<file path="src/rtl/f1_start_sequencer_if.sv">
// F1 start-light sequencer interface: stimulus inputs and sequence/readout outputs.
// Carries no logic and adds no latency.
// No backpressure: every signal is a level or a single-cycle strobe.
interface f1_start_sequencer_if #(
  parameter int DATA_WIDTH  = 7,
  parameter int NUM_LIGHTS  = 8,
  parameter int REACT_WIDTH = 16
);
  logic                   trigger;
  logic                   tick;
  logic                   btn;
  logic [DATA_WIDTH-1:0]  rnd;
  logic                   rnd_en;
  logic [NUM_LIGHTS-1:0]  lights;
  logic                   go;
  logic [REACT_WIDTH-1:0] react_time;
  logic                   react_valid;
  logic                   jump_start;
  logic                   busy;

  // Stimulus side: drives the requests and receives the sequence outputs.
  modport master (
    output trigger, tick, btn, rnd,
    input  rnd_en, lights, go, react_time, react_valid, jump_start, busy
  );

  // Sequencer side.
  modport slave (
    input  trigger, tick, btn, rnd,
    output rnd_en, lights, go, react_time, react_valid, jump_start, busy
  );
endinterface

</file>
<file path="src/rtl/f1_start_sequencer.sv">
// F1-style start lights: one light per STEP_TICKS, a random hold, a go pulse, then reaction timing.
// All outputs are registered one clk after the sampled condition; busy and rnd_en decode the state.
// No backpressure: trigger rises during a sequence and btn presses while idle are dropped.
module f1_start_sequencer #(
  parameter int DATA_WIDTH  = 7,
  parameter int NUM_LIGHTS  = 8,
  parameter int STEP_TICKS  = 1000,
  parameter int REACT_WIDTH = 16
) (
  input logic clk,
  input logic rst,
  f1_start_sequencer_if.slave bus
);

  localparam int TICK_W = $clog2(STEP_TICKS + 1);
  localparam logic [TICK_W-1:0] TICK_LAST = TICK_W'(STEP_TICKS - 1);

  typedef enum logic [2:0] {IDLE, LIGHTS, DELAY, REACT, DONE} state_t;

  state_t                 state, state_n;
  logic                   trigger_q;
  logic                   trig_rise;
  logic [NUM_LIGHTS-1:0]  lights_q, lights_n;
  logic                   go_q, go_n;
  logic [REACT_WIDTH-1:0] react_time_q, react_time_n;
  logic                   react_valid_q, react_valid_n;
  logic                   jump_q, jump_n;
  logic [TICK_W-1:0]      tick_cnt_q, tick_cnt_n;
  logic [DATA_WIDTH-1:0]  delay_cnt_q, delay_cnt_n;
  logic [REACT_WIDTH-1:0] react_cnt_q, react_cnt_n;

  // A held-high trigger counts only once, on its rising edge.
  assign trig_rise = bus.trigger & ~trigger_q;

  // State register; reset aborts any sequence straight back to IDLE.
  always_ff @(posedge clk or posedge rst) begin
    if (rst) state <= IDLE;
    else     state <= state_n;
  end

  // Next-state and datapath decode; btn outranks tick wherever both are legal.
  always_comb begin
    state_n       = state;
    lights_n      = lights_q;
    go_n          = 1'b0;
    react_time_n  = react_time_q;
    react_valid_n = react_valid_q;
    jump_n        = jump_q;
    tick_cnt_n    = tick_cnt_q;
    delay_cnt_n   = delay_cnt_q;
    react_cnt_n   = react_cnt_q;
    case (state)
      IDLE, DONE: begin
        if (trig_rise) begin
          state_n       = LIGHTS;
          lights_n      = NUM_LIGHTS'(1);
          tick_cnt_n    = '0;
          react_time_n  = '0;
          react_valid_n = 1'b0;
          jump_n        = 1'b0;
        end
      end
      LIGHTS: begin
        if (bus.btn) begin
          state_n  = DONE;
          jump_n   = 1'b1;
          lights_n = '0;
        end else if (bus.tick) begin
          if (tick_cnt_q == TICK_LAST) begin
            tick_cnt_n = '0;
            if (&lights_q) begin
              state_n     = DELAY;
              // A zero draw would never expire, so it is treated as one tick.
              delay_cnt_n = (bus.rnd == '0) ? DATA_WIDTH'(1) : bus.rnd;
            end else begin
              lights_n = {lights_q[NUM_LIGHTS-2:0], 1'b1};
            end
          end else begin
            tick_cnt_n = tick_cnt_q + 1'b1;
          end
        end
      end
      DELAY: begin
        if (bus.btn) begin
          state_n  = DONE;
          jump_n   = 1'b1;
          lights_n = '0;
        end else if (bus.tick) begin
          if (delay_cnt_q == DATA_WIDTH'(1)) begin
            state_n     = REACT;
            lights_n    = '0;
            go_n        = 1'b1;
            react_cnt_n = '0;
          end else begin
            delay_cnt_n = delay_cnt_q - 1'b1;
          end
        end
      end
      REACT: begin
        if (bus.btn) begin
          state_n       = DONE;
          react_time_n  = react_cnt_q;
          react_valid_n = 1'b1;
        end else if (bus.tick && !(&react_cnt_q)) begin
          react_cnt_n = react_cnt_q + 1'b1;
        end
      end
      default: state_n = IDLE;
    endcase
  end

  // Datapath registers; reset clears every output without waiting for a clock.
  always_ff @(posedge clk or posedge rst) begin
    if (rst) begin
      trigger_q     <= 1'b0;
      lights_q      <= '0;
      go_q          <= 1'b0;
      react_time_q  <= '0;
      react_valid_q <= 1'b0;
      jump_q        <= 1'b0;
      tick_cnt_q    <= '0;
      delay_cnt_q   <= '0;
      react_cnt_q   <= '0;
    end else begin
      trigger_q     <= bus.trigger;
      lights_q      <= lights_n;
      go_q          <= go_n;
      react_time_q  <= react_time_n;
      react_valid_q <= react_valid_n;
      jump_q        <= jump_n;
      tick_cnt_q    <= tick_cnt_n;
      delay_cnt_q   <= delay_cnt_n;
      react_cnt_q   <= react_cnt_n;
    end
  end

  assign bus.lights      = lights_q;
  assign bus.go          = go_q;
  assign bus.react_time  = react_time_q;
  assign bus.react_valid = react_valid_q;
  assign bus.jump_start  = jump_q;
  assign bus.busy        = (state == LIGHTS) || (state == DELAY) || (state == REACT);
  // The LFSR keeps stirring between sequences and is frozen while one runs.
  assign bus.rnd_en      = (state == IDLE) || (state == DONE);

endmodule

</file>
<file path="src/flat_wrapper.sv">
// flat-port wrapper written by rule: the top's interface ports become plain ports
module f1_start_sequencer_flat 
#(
  parameter int DATA_WIDTH  = 7,
  parameter int NUM_LIGHTS  = 8,
  parameter int STEP_TICKS  = 1000,
  parameter int REACT_WIDTH = 16
)
  (clk, rst, bus_trigger, bus_tick, bus_btn, bus_rnd, bus_rnd_en, bus_lights, bus_go, bus_react_time, bus_react_valid, bus_jump_start, bus_busy);
  f1_start_sequencer_if #(.DATA_WIDTH(DATA_WIDTH), .NUM_LIGHTS(NUM_LIGHTS), .REACT_WIDTH(REACT_WIDTH)) bus_i ();
  input logic clk;
  input logic rst;
  input wire logic [$bits(bus_i.trigger)-1:0] bus_trigger;
  input wire logic [$bits(bus_i.tick)-1:0] bus_tick;
  input wire logic [$bits(bus_i.btn)-1:0] bus_btn;
  input wire logic [$bits(bus_i.rnd)-1:0] bus_rnd;
  output wire logic [$bits(bus_i.rnd_en)-1:0] bus_rnd_en;
  output wire logic [$bits(bus_i.lights)-1:0] bus_lights;
  output wire logic [$bits(bus_i.go)-1:0] bus_go;
  output wire logic [$bits(bus_i.react_time)-1:0] bus_react_time;
  output wire logic [$bits(bus_i.react_valid)-1:0] bus_react_valid;
  output wire logic [$bits(bus_i.jump_start)-1:0] bus_jump_start;
  output wire logic [$bits(bus_i.busy)-1:0] bus_busy;
  assign bus_i.trigger = bus_trigger;
  assign bus_i.tick = bus_tick;
  assign bus_i.btn = bus_btn;
  assign bus_i.rnd = bus_rnd;
  assign bus_rnd_en = bus_i.rnd_en;
  assign bus_lights = bus_i.lights;
  assign bus_go = bus_i.go;
  assign bus_react_time = bus_i.react_time;
  assign bus_react_valid = bus_i.react_valid;
  assign bus_jump_start = bus_i.jump_start;
  assign bus_busy = bus_i.busy;
  f1_start_sequencer #(.DATA_WIDTH(DATA_WIDTH), .NUM_LIGHTS(NUM_LIGHTS), .STEP_TICKS(STEP_TICKS), .REACT_WIDTH(REACT_WIDTH)) u_core (.clk(clk), .rst(rst), .bus(bus_i));
endmodule
</file>
<file path="config.mk">
export PLATFORM = sky130hd
export DESIGN_NAME = f1_start_sequencer_flat
export DESIGN_NICKNAME = d
export VERILOG_FILES = /design/src/rtl/f1_start_sequencer_if.sv /design/src/rtl/f1_start_sequencer.sv /design/src/flat_wrapper.sv
export SDC_FILE = /design/constraint.sdc
export NUM_CORES = 1
export LEC_CHECK = 0
export BUFFER_PORTS_ARGS = -buffer_cell sky130_fd_sc_hd__buf_2
export CAP_MARGIN = 10
export CELL_PAD_IN_SITES_DETAIL_PLACEMENT = 0
export CELL_PAD_IN_SITES_GLOBAL_PLACEMENT = 1
export CORE_UTILIZATION = 40
export DETAILED_ROUTE_END_ITERATION = 10
export PLACE_DENSITY_LB_ADDON = 0.1
export SETUP_SLACK_MARGIN = 0.4
export SYNTH_ARGS = -nofsm -noshare
export SYNTH_HDL_FRONTEND = slang
export SYNTH_SLANG_ARGS = --single-unit
</file>
<file path="constraint.sdc">
create_clock -name clk -period 2 [get_ports clk]
set_clock_uncertainty 0.05 [all_clocks]
set_input_delay 0.1 -clock clk [delete_from_list [all_inputs] [get_ports clk]]
set_output_delay 0.1 -clock clk [all_outputs]
set_load 0.02 [all_outputs]
</file>
==> metrics <==
outcome complete, no violations; ratio of cells with drive above 1 in the final layout between 40% and 50%; flop and latch count out of synthesis 64; initial core utilization a little over two fifths; H-tree depth reported by CTS 3; critical-path maximum fanout 8; category of the most critical setup path reg2reg; fraction of the mapped netlist area in compound gates around 15%; post-synthesis cell area between 3000 and 4000 um2; antenna violations before repair 0; Inserted Diodes 0; Lkg Pwr approximately 2.2 nW; RSZ-0062 raised after global routing true; fraction of post-synthesis cell area in the top cell type by area about half; net total in the final layout between 400 and 500; share of the yosys chip area belonging to registers between 40% and 50%; count of clock tree sinks 64; gate family responsible for the most delay along the worst path compound AO/OA/AOI/OAI gates; sum of net half-perimeters after detailed placement approximately 5800 um; TritonCTS clock tree yes; worst reg2reg path startpoint u_core.delay_cnt_q[1]$_DFFE_PP0P_; average wire length per cell after detail routing ~16 um; total power between 3 and 4 mW; total routing usage reported by global routing between 20% and 30%; proportion of register bits with asynchronous set or reset after synthesis 100%; final count of pins violating max slew 0; # rows 32; routed via count about 3200; longest individual stage delay on the worst path 0.39 ns; pin count of the biggest net entering global routing 40; total grt overflow 0; number of iterations in the first detailed-routing pass 5; maximum clock frequency ~560 MHz; main combinational cell family by area after synthesis simple AND/OR/NAND/NOR gates; wire length of the first global-routing pass ~15000 um; max_cap viols 0; P per Cell Area around 780 nW/um2; clock-pin slew on the worst setup and hold paths 0.07 ns; Mapped Nets 382; DRT Wirelength 9250 um; Critical path buffers and inverters 1; data arrival time of the worst path ~2.0 ns; transition time of the tightest slew-check pin approximately 0.60 ns; simple-gate share of the synthesized area between 20% and 30%; synth cell count leaders sky130_fd_sc_hd__dfrtp_1 (64), sky130_fd_sc_hd__nand2_1 (62), sky130_fd_sc_hd__nand3_1 (28); number of design rule violations left after detail routing 0; clock period minus worst slack ~1.8 ns; CTS Root Cell sky130_fd_sc_hd__clkbuf_8; I/O pin total just over 40; FILL cells roughly 700; cell taking the most area after synthesis sky130_fd_sc_hd__dfrtp_1; critical path cell sequence inv_2 > ha_4 > nor4b_4 > nand3_1 > a31o_1 > a211o_4 > mux2i_1; predominant post-synthesis flop cell sky130_fd_sc_hd__dfrtp_1; startpoint kind of the worst setup timing path flip-flop; worst skew pair latency approximately 0.35 ns; classification of the worst-slack hold path in2reg; kind of capture point of the worst setup path flip-flop; portion of the clock cycle consumed by the worst path in the final layout 88.8%; worst hold start bus_rnd[5]; post-synthesis cell count 366; cell with the largest stage delay on the worst path sky130_fd_sc_hd__dfrtp_1; Worst Setup SP u_core.delay_cnt_q[1]$_DFFE_PP0P_; number of port buffers 40; final sum of negative setup slack 0 ns; number of global-route vias before repair ~3000; Die ar. around 8700 um2; Max clock buf depth 2; drt initial violations about 150; area grow syn2layout 39.8%; synthesized area per cell ~9 um2; main area contributors after synthesis sky130_fd_sc_hd__dfrtp_1 (48%), sky130_fd_sc_hd__nand2_1 (7.0%), sky130_fd_sc_hd__nand3_1 (4.2%), sky130_fd_sc_hd__o21ai_0 (3.8%), sky130_fd_sc_hd__mux2i_1 (3.0%); library cell with the highest instance count after synthesis sky130_fd_sc_hd__dfrtp_1; TritonCTS Buffers 9; remaining number of nets flagged by the antenna check after routing 0; WP data required between 2 and 2.5 ns; mux share of post-synthesis cell area ~3.0%; core box area ~7900 um2; die extent in y 93.3 um; die span in x just over 90 um; Synth Warn # 0; Slew HR about 60%; adder-cell area share of the yosys netlist under 10%; Via density ~5.5; hold violation total from the final report 0; final RePlAce weighted congestion ~0.87; final setup fails 0; parity-gate share of the synthesized area counting xor and xnor cells between 1.5 and 2%; Unique masters post-synth 55; largest voltage drop on the vdd net roughly 0.00060 V; number of synthesized flops with an enable pin 0
-- metal layers --
layer	global-route usage, %	up-vias	wire length [um]
li1	-	1519	-
met4	7.44	0	110
met5	0	-	0
met3	4.55	11	401
met2	35.3	92	4530
met1	29.3	1556	4210
-- cell families after synthesis --
family / after synthesis
flip-flops: 64
XOR/XNOR: 7
AND/OR/NAND/NOR: 170
multiplexers: 10
AO/OA/AOI/OAI: 80
adder cells (fa/ha/maj): 5
buffers and inverters: 30
-- layout make-up --
cell class	count	area, um2	area share [%]
Clock inverter	7	47.5	1.02
Inverter	11	45.0	0.967
Timing Repair Buffer	108	769	16.5
Tap cell	102	128	2.74
Multi-Input combinational cell	273	1940	41.6
Clock buffer	9	124	2.66
Sequential cell	64	1610	34.5
-- final timing paths --
check                                                            end  slack, ns  depth (start not counted)
worst max register to register      u_core.bus.lights[6]$_DFFE_PP0P_       0.22                          7
max in group asynchronous                u_core.state[0]$_DFFE_PP0P_       0.97                          4
min in group asynchronous         u_core.bus.react_valid$_DFFE_PP0P_       0.31                          3
worst max-delay path                u_core.bus.lights[6]$_DFFE_PP0P_       0.22                          7
worst min register to register  u_core.bus.react_time[9]$_DFFE_PP0P_       0.44                          2
worst min-delay path               u_core.delay_cnt_q[5]$_DFFE_PP0P_       0.03                          3
-- tightest hold or removal path: stages --
cell,delay (ns)
sky130_fd_sc_hd__buf_2,0.11
sky130_fd_sc_hd__a21oi_1,0.07
sky130_fd_sc_hd__o21ai_1,0.11
-- layout by cell type (no fill, tap or decap), types with 4 or more instances in the layout --
cell type and count:
sky130_fd_sc_hd__o31ai_1 5, sky130_fd_sc_hd__nor3_1 5, sky130_fd_sc_hd__mux2i_1 10, sky130_fd_sc_hd__nor2_4 5
sky130_fd_sc_hd__xnor2_1 7, sky130_fd_sc_hd__buf_6 12, sky130_fd_sc_hd__inv_1 9, sky130_fd_sc_hd__o21ai_2 8
sky130_fd_sc_hd__clkbuf_8 9, sky130_fd_sc_hd__buf_2 40, sky130_fd_sc_hd__nand2b_1 5, sky130_fd_sc_hd__a21oi_2 7
sky130_fd_sc_hd__nor2_1 16, sky130_fd_sc_hd__a21oi_1 11, sky130_fd_sc_hd__dfrtp_1 61, sky130_fd_sc_hd__o21ai_1 11
sky130_fd_sc_hd__nand2_1 57, sky130_fd_sc_hd__o21ai_0 8, sky130_fd_sc_hd__a31oi_1 9, sky130_fd_sc_hd__nand4_1 6
sky130_fd_sc_hd__nand3_1 27, sky130_fd_sc_hd__buf_4 52, sky130_fd_sc_hd__nor3_2 4, sky130_fd_sc_hd__and3_1 4
sky130_fd_sc_hd__nand2_2 4
-- power breakdown --
group	internal, mW	switching [mW]
logic	0.535	0.602
clock network	0.449	0.560
registers	1.39	0.118
total	2.37	1.28
-- stage by stage --
stage / instances / hold WS [ns] / cell area (um2) / util (%) / setup WS [ns]
after floorplan: 366 / 0.0814 / 3390 / - / 0.233
after global placement: 520 / 0.152 / 3830 / 48.6 / 0.0549
after detailed placement: 520 / 0.155 / 3830 / 48.6 / 0.0215
after CTS: 557 / 0.0174 / 4380 / 55.5 / 0.180
after global routing: 574 / 0.0401 / 4660 / 59.0 / 0.130
final: 574 / 0.0289 / 4660 / 59.0 / 0.223
-- repair_timing --
item                                    CTS  global route
pin swaps                                22            23
endpoints found under the hold margin    26             0
resized for setup                        61            35
gates cloned                              0             1
buffers inserted                         19            16
hold buffers                              2             0
endpoints found under the setup margin   59            59
-- state kept, by name, indices dropped and copies added (netlist names) --
name / cells
u_core.bus.react_valid: 1
u_core.bus.react_time: 16
u_core.bus.jump_start: 1
u_core.trigger_q: 1
u_core.state: 3
u_core.bus.lights: 8
u_core.tick_cnt_q: 10
u_core.react_cnt_q: 16
u_core.delay_cnt_q: 7
u_core.bus.go: 1
(Power assumes the default switching activity.)
